<file path="src/rtl/imem_arbiter.sv">
// Two-port (fetch/debug) read arbiter onto a sync-read instruction memory; IMEM_ARB_RR_EN selects round-robin, else fetch wins.
// Latency: grant and memory read in the same cycle, response one cycle later; one read per cycle when responses drain.
// Backpressure: a single response slot holds until its owner's rready; no grants and mem_rden_o=0 while it stalls.
module imem_arbiter #(
  parameter int IMEM_AW = 16
) (
  input  logic        clk_i,
  input  logic        rst_ni,
  input  logic        f_req_i,
  input  logic [31:0] f_addr_i,
  output logic        f_gnt_o,
  output logic        f_rvalid_o,
  output logic [31:0] f_rdata_o,
  output logic        f_err_o,
  input  logic        f_rready_i,
  input  logic        d_req_i,
  input  logic [31:0] d_addr_i,
  output logic        d_gnt_o,
  output logic        d_rvalid_o,
  output logic [31:0] d_rdata_o,
  output logic        d_err_o,
  input  logic        d_rready_i,
  output logic        mem_rden_o,
  output logic [31:0] mem_addr_o,
  input  logic [31:0] mem_data_i
);

  typedef enum logic {
    OWN_F = 1'b0,
    OWN_D = 1'b1
  } owner_e;

  logic        rsp_vld;
  logic        rsp_err;
  owner_e      rsp_owner;
  logic        owner_rdy;
  logic        slot_free;
  logic        sel_d;
  logic        gnt_any;
  logic [31:0] gnt_addr;
  logic        addr_err;

  assign owner_rdy = (rsp_owner == OWN_D) ? d_rready_i : f_rready_i;
  assign slot_free = !rsp_vld || owner_rdy;

`ifdef IMEM_ARB_RR_EN
  owner_e rr_ptr;
  logic   contended;

  assign contended = f_req_i && d_req_i;
  assign sel_d     = contended ? (rr_ptr == OWN_D) : d_req_i;

  // Pointer names the port that wins the next contended grant.
  always_ff @(posedge clk_i or negedge rst_ni) begin
    if (!rst_ni) begin
      rr_ptr <= OWN_F;
    end else if (gnt_any && contended) begin
      rr_ptr <= (rr_ptr == OWN_F) ? OWN_D : OWN_F;
    end
  end
`else
  assign sel_d = !f_req_i && d_req_i;
`endif

  // Grant is qualified with reset so outputs are quiet while rst_ni is low.
  assign gnt_any  = rst_ni && slot_free && (f_req_i || d_req_i);
  assign f_gnt_o  = gnt_any && !sel_d;
  assign d_gnt_o  = gnt_any && sel_d;
  assign gnt_addr = sel_d ? d_addr_i : f_addr_i;
  assign addr_err = (gnt_addr[1:0] != 2'b00) || ((gnt_addr >> IMEM_AW) != 32'h0);

  assign mem_rden_o = gnt_any && !addr_err;
  assign mem_addr_o = mem_rden_o ? gnt_addr : 32'h0;

  always_ff @(posedge clk_i or negedge rst_ni) begin
    if (!rst_ni) begin
      rsp_vld   <= 1'b0;
      rsp_err   <= 1'b0;
      rsp_owner <= OWN_F;
    end else if (gnt_any) begin
      rsp_vld   <= 1'b1;
      rsp_err   <= addr_err;
      rsp_owner <= sel_d ? OWN_D : OWN_F;
    end else if (rsp_vld && owner_rdy) begin
      rsp_vld   <= 1'b0;
    end
  end

  // Memory data stays valid during a stall because no new read is issued.
  assign f_rvalid_o = rsp_vld && (rsp_owner == OWN_F);
  assign d_rvalid_o = rsp_vld && (rsp_owner == OWN_D);
  assign f_err_o    = f_rvalid_o && rsp_err;
  assign d_err_o    = d_rvalid_o && rsp_err;
  assign f_rdata_o  = (f_rvalid_o && !rsp_err) ? mem_data_i : 32'h0;
  assign d_rdata_o  = (d_rvalid_o && !rsp_err) ? mem_data_i : 32'h0;

endmodule

</file>
<file path="config.mk">
export PLATFORM = sky130hd
export DESIGN_NAME = imem_arbiter
export DESIGN_NICKNAME = d
export VERILOG_FILES = /design/src/rtl/imem_arbiter.sv
export SDC_FILE = /design/constraint.sdc
export NUM_CORES = 1
export LEC_CHECK = 0
export CAP_MARGIN = 15
export CORE_MARGIN = 1.5
export CORE_UTILIZATION = 19
export DETAILED_ROUTE_END_ITERATION = 10
export PLACE_DENSITY = 0.8
export SYNTH_ARGS = -nofsm -noshare
export SYNTH_HDL_FRONTEND = slang
export SYNTH_SLANG_ARGS = --single-unit
</file>
<file path="constraint.sdc">
create_clock -name clk_i -period 1.85 [get_ports clk_i]
set_input_delay 0.37 -clock clk_i [delete_from_list [all_inputs] [get_ports clk_i]]
set_output_delay 0.37 -clock clk_i [all_outputs]
set_load 0.02 [all_outputs]
</file>
# [Word level (Yosys, flattened, before mapping)]
# Cells that the tools add are included.
[classes] magnitude_cmp=0 n_eq_ne=0 bitwise=1 n_addsub=0 n_shift=0 div=0 n_mul=0 mux=8 reduce_logical=24
[op_table] op="32-bit two-way mux" n=4
[op_table] op="32-bit nonzero test" n=1
[op_table] op="1-bit logical AND" n=13
[op_table] op="1-bit zero test" n=5
[op_table] op="1-bit two-way mux" n=4
[op_table] op="2-bit nonzero test" n=2
[op_table] op="1-bit logical OR" n=3
[op_table] op="1-bit inverter" n=1
[word_totals] rom_bits=0 output_inout_bits=103 elab_cells=36 in_bits=102 mem_bits_rw=0 regBits=3 latch_bits=0 n_memories=0

# [Logic depth before layout (Yosys ltp)]
# Gate-level depths: netlist (run 1).
[logic_depth] depth_word=8 depth_mapped=6 mapped_depth_nobuf=4

# [Least setup slack after synthesis (run 1)]
# OpenSTA, ideal clock, no wires.
[synth_timing] path_kind="in2out" from="input port f_addr_i[0]" to="output port mem_addr_o[10]" n_path_buf=1 arrival_ns=1.714 t_required_ns=1.480 path_slack_ns=-0.234 path_stages=5 path_cell_list="or4_4 > nor4_4 > buf_6 > a32oi_1 > nor2_1"
[synth_via] elab_chain_len=6
[synth_rtl] element="from (decl)" line_no="10" rtl="input logic [31:0] f_addr_i,"
[synth_rtl] element="32-bit two-way mux" line_no="69" rtl="assign gnt_addr = sel_d ? d_addr_i : f_addr_i;"
[synth_rtl] element="2-bit nonzero test" line_no="70" rtl="assign addr_err = (gnt_addr[1:0] != 2'b00) || ((gnt_addr >> IMEM_AW) != 32'h0);"
[synth_rtl] element="1-bit logical OR" line_no="70"
[synth_rtl] element="1-bit zero test" line_no="72" rtl="assign mem_rden_o = gnt_any && !addr_err;"
[synth_rtl] element="1-bit logical AND" line_no="72"
[synth_rtl] element="32-bit two-way mux" line_no="73" rtl="assign mem_addr_o = mem_rden_o ? gnt_addr : 32'h0;"
[synth_rtl] element="to (decl)" line_no="24" rtl="output logic [31:0] mem_addr_o,"
# Every way passes these cells.

# [Worst setup path after layout (run 1)]
[layout_timing] from="input port f_addr_i[0]" to="output port mem_addr_o[14]"
# The elaborated chain is that of the path after synthesis.

==> qor.yml, run 1 <==
fp.dieH_um: 79.6
hold_violations: 0
clkLatencyLatePin_ns: 0.21
final.setup.tns_ns: -8.78
synth_top_cell_area_share: 0.191
p_seq_frac: 0.087
power_frac_clock: 0.190
synth_area_leaders: "and2_1 19%, and3_1 19%, buf_4 12%"
p_int_mw: 0.632
placed_area_mm2: 0.00314
vdd_drop_max_mv: 0.266
final_core_util: 0.695
fmax_mhz: 458
die_x_um: 79.6
switchingPower_mw: 0.345
firstDrtPassIters: 4
synthTopCellsByCount: "34 x and2_1, 33 x and3_1, 22 x nor2_1"
clockBufferDepth: 2
grt_util_met3: 0.0423
violations: "negative setup slack"
boundaryPins: 205
cts.root.buffer_cell: "clkbuf_8"
route.vias.total: 2104
rr_endpoint: "rsp_err"
critical_path_arrival_ns: 1.81
drt-total-wl_um: 7230
r2r_start: "rsp_vld"
reg2reg_depth: 6
multi_input_area_mm2: 0.00128
p_comb_frac: 0.723
crit_required_ns: 1.48
regArea_um2: 75.1
yosysMostFrequentCell: "and2_1"
crit_top_cell: "buf_6"
min_path_type: "input port to async pin"
drc: 0
use_met2: 0.340
tritoncts: "done"
syn_avg_cell_area_um2: 6.64
crit_type: "input port to output port"
nNetsFinal: 484
grtUsageTotal: 0.178
layout_setup_ws_ns: -0.335
path_clk_slew_ns: 0.03
initial_core_util: 0.200
yosysWarnings: 0
cp_slowest_cell: "or4_4"
slew_viol_final: 0
drv_cap: 0
grt_max_degree: 35
final_antenna_net_count: 0
rows: 27
critPathCaptureType: "output port"
fin_area_mm2: 0.00387
async_flop_share: 1.00
hpwl_um: 4640
netlist_area_mm2: 0.00111
finClkSkew_ns: 0.00196
viasPerCell: 4.64
synth_top_area_cell: "and2_1"
seq_area_frac_synth: 0.0673
nFillCells: 445
drive_gt1_frac: 0.543
drtIter0Drc: 41
swShare: 0.353
power.density_mw_per_mm2: 252
cts_buffers: 3
synth_edf_count: 0
antenna_found_initial: 0
path_cells: "buf_6 > or4_4 > nor4_4 > buf_4 > a32oi_2 > nor2_4 > buf_6"
grt_pass1_vias: 1893
crit_fanout: 5
core-area_mm2: 0.00557
status: "complete, but fails checks"
ff2ff_setup_slack_ns: 0.29
portBuffers: 186
cp_num_buf_inv: 3
crit_family: "simple AND/OR/NAND/NOR gates"
p_leak_nw: 1.81
min_period_ns: 2.18
grt_overflow: 0
synth_cells: 168
top_usage_layer: "met2"
synth.distinct_cells: 29
ys.flop_type: "dfrtp_1"
setup_viol: 59
areaGrowthSynthToFinish_pct: 248
clock-sinks: 3
max_stage_delay_ns: 0.53
place_congestion: 0.724
htree_num_levels: 1
fin_crit_sh: 1.18
antennaDiodeCount: 0
grt_first_pass_wirelength_um: 9010
power_mw: 0.976
cts_hold_buf: 0
avgRoutedWirePerCell_um: 16.0
grt.met1_usage: 0.190
post-place-ws_ns: -1.05
critPathLaunchType: "input port"
die_area_mm2: 0.00634
rsz0062_at_grt: "true"
synth-seq-cells: 3
## cell usage in the layout (no fill, tap or decap), drive strengths merged, types with 2 or more instances in the layout
cell,instances
buf,119
clkdlybuf4s50,77
and2,34
and3,33
nor2,23
conb,18
dlygate4sd2,14
a32oi,14
clkbuf,11
dlymetal6s2s,5
nor4,5
clkdlybuf4s15,3
dfrtp,3
nand2,3
inv,2
nor4b,2
nor3b,2
o21ai,2
a21oi,2
## metal layers
metal | share of wire | wire, um
met5 | 0 | 0
met4 | 0.014 | 98
met3 | 0.083 | 602
met2 | 0.55 | 3950
met1 | 0.36 | 2580
## worst register-to-register path: stages, from the launching register on
cell and delay, ns:
dfrtp_1 0.40, and3b_1 0.21, nor3b_4 0.22, o211ai_1 0.11
buf_4 0.17, clkbuf_16 0.18, a2bb2oi_1 0.15
## stage by stage
| stage | hold slack [ns] | instances |
|---|---|---|
| 2_1_floorplan | 0.0744 | 185 |
| 3_3_place_gp | 0.610 | 427 |
| 3_5_place_dp | 0.612 | 427 |
| 4_1_cts | 0.189 | 436 |
| 5_1_grt | 0.210 | 453 |
| 6_report | 0.193 | 453 |
## final cells by class
class | instances | share of cell area
multi-input combinational | 147 | 0.329
tap | 72 | 0.0232
inverter | 2 | 0.00194
clock buffer | 4 | 0.0116
sequential | 3 | 0.0194
timing repair buffer | 225 | 0.614
## power groups by stage
stage                     clock network [mW]  registers (mW)  logic [mW]
final                                  0.186          0.0852       0.706
after CTS                              0.190          0.0842       0.519
after floorplan                            0          0.0846       0.181
after global placement                     0          0.0828       0.498
after global routing                   0.199          0.0866       0.745
after detailed placement                   0          0.0835       0.502
## kinds of logic after synthesis
group | synth area share
mux | 0.0101
compound gates | 0.143
simple gates | 0.582
flops | 0.0673
other cells | 0.00336
buf+inv | 0.194
## repair_timing
action | 4_1_cts | 5_1_grt
resized for setup | 382 | 229
setup buffers | 4 | 9
hold endpoints to repair | 0 | 0
gates cloned | 3 | 8
pin swaps | 22 | 39
endpoints found under the setup margin | 86 | 51
## sequential cells by signal, summed over array words and instances, names as in the netlist
signal     cells
rsp_err        1
rsp_vld        1
rsp_owner      1
## worst max path at each step
stage	startpoint	cells after the start	slack (ns)	end
after CTS	f_addr_i[0]	7	-0.39	mem_addr_o[14]
after detailed placement	f_addr_i[22]	7	-1.05	mem_addr_o[13]
final	f_addr_i[0]	7	-0.33	mem_addr_o[14]
after floorplan	f_addr_i[0]	5	-0.16	mem_addr_o[10]
after global placement	f_addr_i[0]	7	-1.0	mem_addr_o[13]
after global routing	f_addr_i[0]	7	-0.43	mem_addr_o[6]
No activity file was read; power rests on OpenSTA's default activity.
==> run 2: changes to the inputs <==
--- a/config.mk
+++ b/config.mk
@@ -6,10 +6,10 @@
 export NUM_CORES = 1
 export LEC_CHECK = 0
 export CAP_MARGIN = 15
-export CORE_MARGIN = 1.5
-export CORE_UTILIZATION = 19
+export CORE_AREA = 2 2 79 81
 export DETAILED_ROUTE_END_ITERATION = 10
-export PLACE_DENSITY = 0.8
+export DIE_AREA = 0 0 81 83
+export DONT_BUFFER_PORTS = 1
 export SYNTH_ARGS = -nofsm -noshare
 export SYNTH_HDL_FRONTEND = slang
 export SYNTH_SLANG_ARGS = --single-unit
==> run 2 against run 1 <==
Compared with the run above: the run still ends with negative setup slack left; clock skew fell by 0.0016 ns; first-iteration DRC count is 85% higher; worst hold slack improved by 0.11 ns; total power down 49%; worst setup slack better by 0.12 ns; sequential share of layout area is 3.5 points higher; routed wire length is 47% lower; via count is 40% lower; combinational power down 69%.
==> qor.yml, run 2 (synthesis gave the netlist of run 1 again) <==
hold_violations: 0  # unchanged
critPathCaptureType: "output port"
fin_area_mm2: 0.00139  # -64%
finClkSkew_ns: 0.000307  # -0.00165 ns
initial_core_util: 0.192  # -0.00830
grt_overflow: 0  # unchanged
die_x_um: 81  # +1.8%
clkLatencyLatePin_ns: 0.21  # about the same
r2r_start: "rsp_owner"
regArea_um2: 75.1  # unchanged
p_leak_nw: 0.637  # -65%
grt_pass1_vias: 1117  # -41%
drt-total-wl_um: 3830  # -47%
cp.depth: 5  # -2
grt_first_pass_wirelength_um: 5150  # -43%
drc: 0  # unchanged
tritoncts: "done"
fmax_mhz: 484  # +5.7%
final_cell_mix: "32 x and2_2, 25 x and3_1, 18 x conb_1"
power_mw: 0.495  # -49%
violations: "negative setup slack"
layout_setup_ws_ns: -0.218  # +0.117 ns
final_antenna_net_count: 0  # unchanged
placed_area_mm2: 0.00127  # -59%
crit_family: "simple AND/OR/NAND/NOR gates"
drtIter0Drc: 76  # +85%
place_congestion: 0.780  # +7.7%
crit_path_start: "rsp_owner"
avgRoutedWirePerCell_um: 15.4  # -3.6%
final_common_cell: "and2_2"
antenna_found_initial: 0  # unchanged
multi_input_area_um2: 977  # -23%
critPathLaunchType: "register"
grtUsageTotal: 0.0944  # -0.0835
max_stage_delay_ns: 0.40  # -0.13 ns
cp_num_buf_inv: 1  # -2
boundaryPins: 205  # unchanged
min_period_ns: 2.07  # -0.117 ns
clock-sinks: 3  # unchanged
rr_endpoint: "rsp_err"
rsz0062_at_grt: "true"
clockBufferDepth: 2  # unchanged
areaGrowthSynthToFinish_pct: 24.4
setup_viol: 15  # -75%
reg_top3: "rsp_err (1), rsp_owner (1), rsp_vld (1)"
drv_cap: 0  # unchanged
ff2ff_setup_slack_ns: 0.36  # +0.07 ns
reg2reg_depth: 5  # -1
fp.dieH_um: 83  # +4.3%
critical_path_arrival_ns: 1.70  # -0.11 ns
route.vias.total: 1255  # -40%
postCtsSetupRepairBufs: 0  # -4
vdd_drop_max_mv: 0.371  # +40%
viasPerCell: 5.04  # +8.5%
slew_viol_final: 0  # unchanged
antennaDiodeCount: 0  # unchanged
cts.root.buffer_cell: "clkbuf_8"
crit_fanout: 16  # +11
crit_required_ns: 1.48  # about the same
power.density_mw_per_mm2: 357  # +42%
cts_buffers: 3  # unchanged
hpwl_um: 3310  # -29%
nFillCells: 645  # +45%
htree_num_levels: 1  # unchanged
holdWs_ns: 0.308  # +0.115 ns
firstDrtPassIters: 4  # unchanged
nNetsFinal: 277  # -43%
grt_max_degree: 35  # unchanged
fin_crit_sh: 1.12  # -0.0633
die_area_mm2: 0.00672  # +6.1%
cp-endpoint: "mem_addr_o[9]"
core-area_mm2: 0.00582  # +4.3%
min_path_type: "input port to register"
drive_gt1_frac: 0.443  # -0.101
status: "complete, but fails checks"
rows: 28  # +3.7%
portBuffers: 0  # -100%
path_clk_slew_ns: 0.03  # about the same
crit_type: "register to output port"
path_cells: "and3b_1 > nor3b_2 > o211ai_1 > buf_12 > nor2_2"
cp_slowest_cell: "dfrtp_1"
[run 2: cell types whose count changed in the layout (fill, tap and decap cells not counted), moves of 8 or more]
| cell | change |
|---|---|
| and3_1 | +10 |
| clkdlybuf4s50_1 | -77 |
| and2_2 | +32 |
| buf_2 | -8 |
| buf_4 | -12 |
| and2_4 | -27 |
| dlygate4sd2_1 | -14 |
| a32oi_1 | +8 |
| and3_4 | -17 |
| buf_6 | -81 |
[run 2: routing by layer]
metal / track usage / routed length, um / share of wire / vias up
met2: 0.203 / 2200 / 0.57 / 117
met4: 0.0277 / 8 / 0.0021 / 0
met5: 0 / 0 / 0 / -
li1: - / - / - / 572
met1: 0.0873 / 1260 / 0.33 / 564
met3: 0.00870 / 362 / 0.095 / 2
[run 2: area by class of cell]
cell class              count  share of cell area
clock buffers               4              0.0325
repair buffers             18               0.135
inverters                   2             0.00542
well taps                  75              0.0677
flip-flops and latches      3              0.0542
multi-input cells         147               0.705
[run 2: what timing repair did]
action                                  4_1_cts  5_1_grt
resized for setup                             2       40
pin swaps                                     2        1
endpoints found under the hold margin         3        0
endpoints found under the setup margin       16       55
hold buffers                                  1        0
cloned                                        0        0
[run 2: per-stage QoR]
step	setup WS [ns]	TNS, ns	cells	utilization
detailed placement	-0.172	-1.91	244	0.219
CTS	-0.246	-3.43	249	0.230
floorplan	-0.160	-2.13	185	-
global placement	-0.0992	-1.26	244	0.219
finish	-0.218	-3.01	249	0.238
global route	-0.382	-4.98	249	0.238
[run 2: worst min-delay path by stage]
stage | cells past startpoint | slack, ns | endpoint | from
2_1_floorplan | 0 | 0.07 | rsp_err | rst_ni
3_3_place_gp | 0 | 0.07 | rsp_vld | rst_ni
3_5_place_dp | 0 | 0.07 | rsp_vld | rst_ni
4_1_cts | 2 | 0.31 | rsp_vld | f_req_i
5_1_grt | 2 | 0.31 | rsp_vld | f_req_i
6_report | 2 | 0.31 | rsp_vld | f_req_i
[run 2: worst reg2reg max path: cells and delay by family (launching register included)]
kind / cells / cell delay (ns)
AND/OR/NAND/NOR: 2 / 0.45
flip-flops: 1 / 0.40
AO/OA/AOI/OAI: 2 / 0.32
buffers and inverters: 1 / 0.19
[run 2: power breakdown]
group / internal (mW) / switching (mW) / total (mW) / leakage [nW]
sequential: 0.0763 / 0.0102 / 0.0865 / 0.0322
clock: 0.147 / 0.0421 / 0.189 / 0.0228
combinational: 0.0696 / 0.150 / 0.220 / 0.583
total: 0.293 / 0.202 / 0.495 / 0.637
==> edit (config.mk and constraints of run 1) <==
The parameter `IMEM_AW` goes from 16 to 12.
--- a/src/rtl/imem_arbiter.sv
+++ b/src/rtl/imem_arbiter.sv
@@ -3,5 +3,5 @@
 // Backpressure: a single response slot holds until its owner's rready; no grants and mem_rden_o=0 while it stalls.
 module imem_arbiter #(
-  parameter int IMEM_AW = 16
+  parameter int IMEM_AW = 12
 ) (
   input  logic        clk_i,
Formal check against the unedited RTL: not equivalent (a bounded check fails within 4 cycles, from zero or initial values and one cycle with rst_ni low).
==> edit against run 1 <==
The run still ends with setup timing left. Total power down 28%. Non-clock buffer count down 10. Cell area shrank 5.8%. Sequential cell count is the same. Die area fell by 6.2%. Synthesized area shrank 6.4%. Combinational power down 40%. Sequential share of layout area grew 0.15 points. Routed wire length down 5.3%. Setup slack gained 0.010 ns.
==> edit: results (changes against run 1) <==
stage,metric,value,unit,change
status,status,finished with violations,,
status,violations,setup timing,,
placement,detailedPlacementHpwl,4560,um,-1.7%
setup_path,reg2reg_to,rsp_err,,
drt,vias_per_cell,4.36,,-6.0%
sta,fin_setup_tns,-4.45,ns,+4.34 ns
power,ir_drop,175,uV,-34%
layout,drive_above_1_share,57.7,%,+3.4 points
power,total_leakage_power,1.80,nW,-0.33%
setup_path,reg2regPathDepth,7,,+1
clocking,clkLatencyLatePin,0.22,ns,
synthesis,synth_cell_types,23,,-21%
synthesis,ys_warn_count,0,,unchanged
synthesis,ys_seq_area_share,7.19,%,+0.46 points
power,switching_power,0.227,mW,-34%
setup_path,r2r-start,rsp_owner,,
drt,drt_iter0_drc,22,,-46%
synthesis,synth.cells.most_frequent,"and2_1 (67), buf_4 (22), nor2_1 (18)",,
grt,grt_pass1_wl,9520,um,+5.6%
setup_path,arrival,1.80,ns,
sta,final.setup.worst_slack,-0.325,ns,+0.0102 ns
power,clkPwrFrac,27.0,%,+8.0 points
sta,setup_viol,38,,-36%
power,pwr-share-comb,60.5,%,-12 points
drt,routedWlPerCell,15.6,um,-2.3%
synthesis,netlist_top_cells_area,"and2_1 (40%), buf_4 (16%), a22oi_1 (7.2%), dfrtp_1 (7.2%), nor2_1 (6.5%)",,
sta,finClkSkew,0.00120,ns,-0.000752 ns
setup_path,reg2reg_setup_slack,0.34,ns,+0.05 ns
placement,portBuffers,182,,-2.2%
layout,final_nets,472,,-2.5%
placement,routabilityCongestion,0.815,,+13%
grt,grt_max_degree,17,,-51%
grt,grt.total_usage,20.2,%,+2.4 points
placement,post-place-ws,-1.29,ns,-0.247 ns
setup_path,path_max_fanout,6,,+1
grt,grt_pass1_vias,1905,,+0.63%
clocking,clk_pin_slew,0.03,ns,about the same
-- edit: cell count changes in the layout (fill, tap and decap cells not counted), moves of 5 or more --
cell,delta
and2_4,+28
clkdlybuf4s50_1,-19
and3_4,-16
and3_1,-14
dlymetal6s2s_1,+13
a22oi_2,+10
buf_4,-10
dlygate4sd2_1,+8
a32oi_1,-6
nor2_1,-6
a32oi_2,-5
and2_1,+5
clkbuf_16,-5
-- edit: kinds of logic (layout without fill, tap and decap cells) --
kind of cell / Yosys count / in the layout / synth area share, %
buffers and inverters: 31 / 219 / 19.9
muxes: 1 / 1 / 0.959
other: 1 / 22 / 0.359
and+or+nand+nor: 110 / 110 / 61.0
AOI/OAI and AO/OA: 14 / 14 / 10.6
DFF: 3 / 3 / 7.19
-- edit: per-stage QoR --
stage / cell area, um^2 / hold slack [ns] / utilization (%) / instances / power (mW)
2_1_floorplan: 1210 / 0.0744 / - / 181 / 0.232
3_3_place_gp: 3050 / 0.633 / 58.5 / 417 / 0.500
3_5_place_dp: 3050 / 0.658 / 58.5 / 417 / 0.505
4_1_cts: 3400 / 0.440 / 65.3 / 440 / 0.695
5_1_grt: 3650 / 0.456 / 70.1 / 439 / 0.745
6_report: 3650 / 0.437 / 70.1 / 439 / 0.703
-- edit: area by class of cell --
type	count	area (um^2)
timing repair buffer	215	2230
clock buffer	4	45.0
sequential	3	76.3
fill	412	1560
multi-input combinational	147	1210
tap	70	87.6
-- edit: what timing repair did --
item | CTS | global route
endpoints found under the setup margin | 82 | 78
buffers inserted | 14 | 4
resized for setup | 506 | 113
gates cloned | 6 | 1
pin swaps | 41 | 51
-- edit: worst register-to-register path: cells and delay by family (launching register included) --
kind | cells | cell delay, ns
AOI/OAI and AO/OA | 1 | 0.20
DFF | 1 | 0.44
muxes | 1 | 0.13
buffers and inverters | 2 | 0.29
and+or+nand+nor | 3 | 0.35
-- edit: metal layers --
metal	vias up	GRT usage, %	wire length [um]
li1	900	-	-
met1	881	20.7	2300
met2	117	40.3	3870
met3	18	3.93	461
met4	0	6.18	212
met5	-	0	0
-- edit: worst max path at each step --
| stage | start | to | slack (ns) | cells past startpoint |
|---|---|---|---|---|
| 2_1_floorplan | d_addr_i[1] | mem_addr_o[10] | -0.14 | 5 |
| 3_3_place_gp | f_addr_i[26] | mem_addr_o[5] | -1.27 | 7 |
| 3_5_place_dp | f_addr_i[12] | mem_addr_o[5] | -1.29 | 7 |
| 4_1_cts | d_addr_i[27] | mem_addr_o[10] | -0.36 | 8 |
| 5_1_grt | d_addr_i[1] | mem_addr_o[4] | -0.38 | 7 |
| 6_report | d_addr_i[1] | mem_addr_o[10] | -0.32 | 7 |
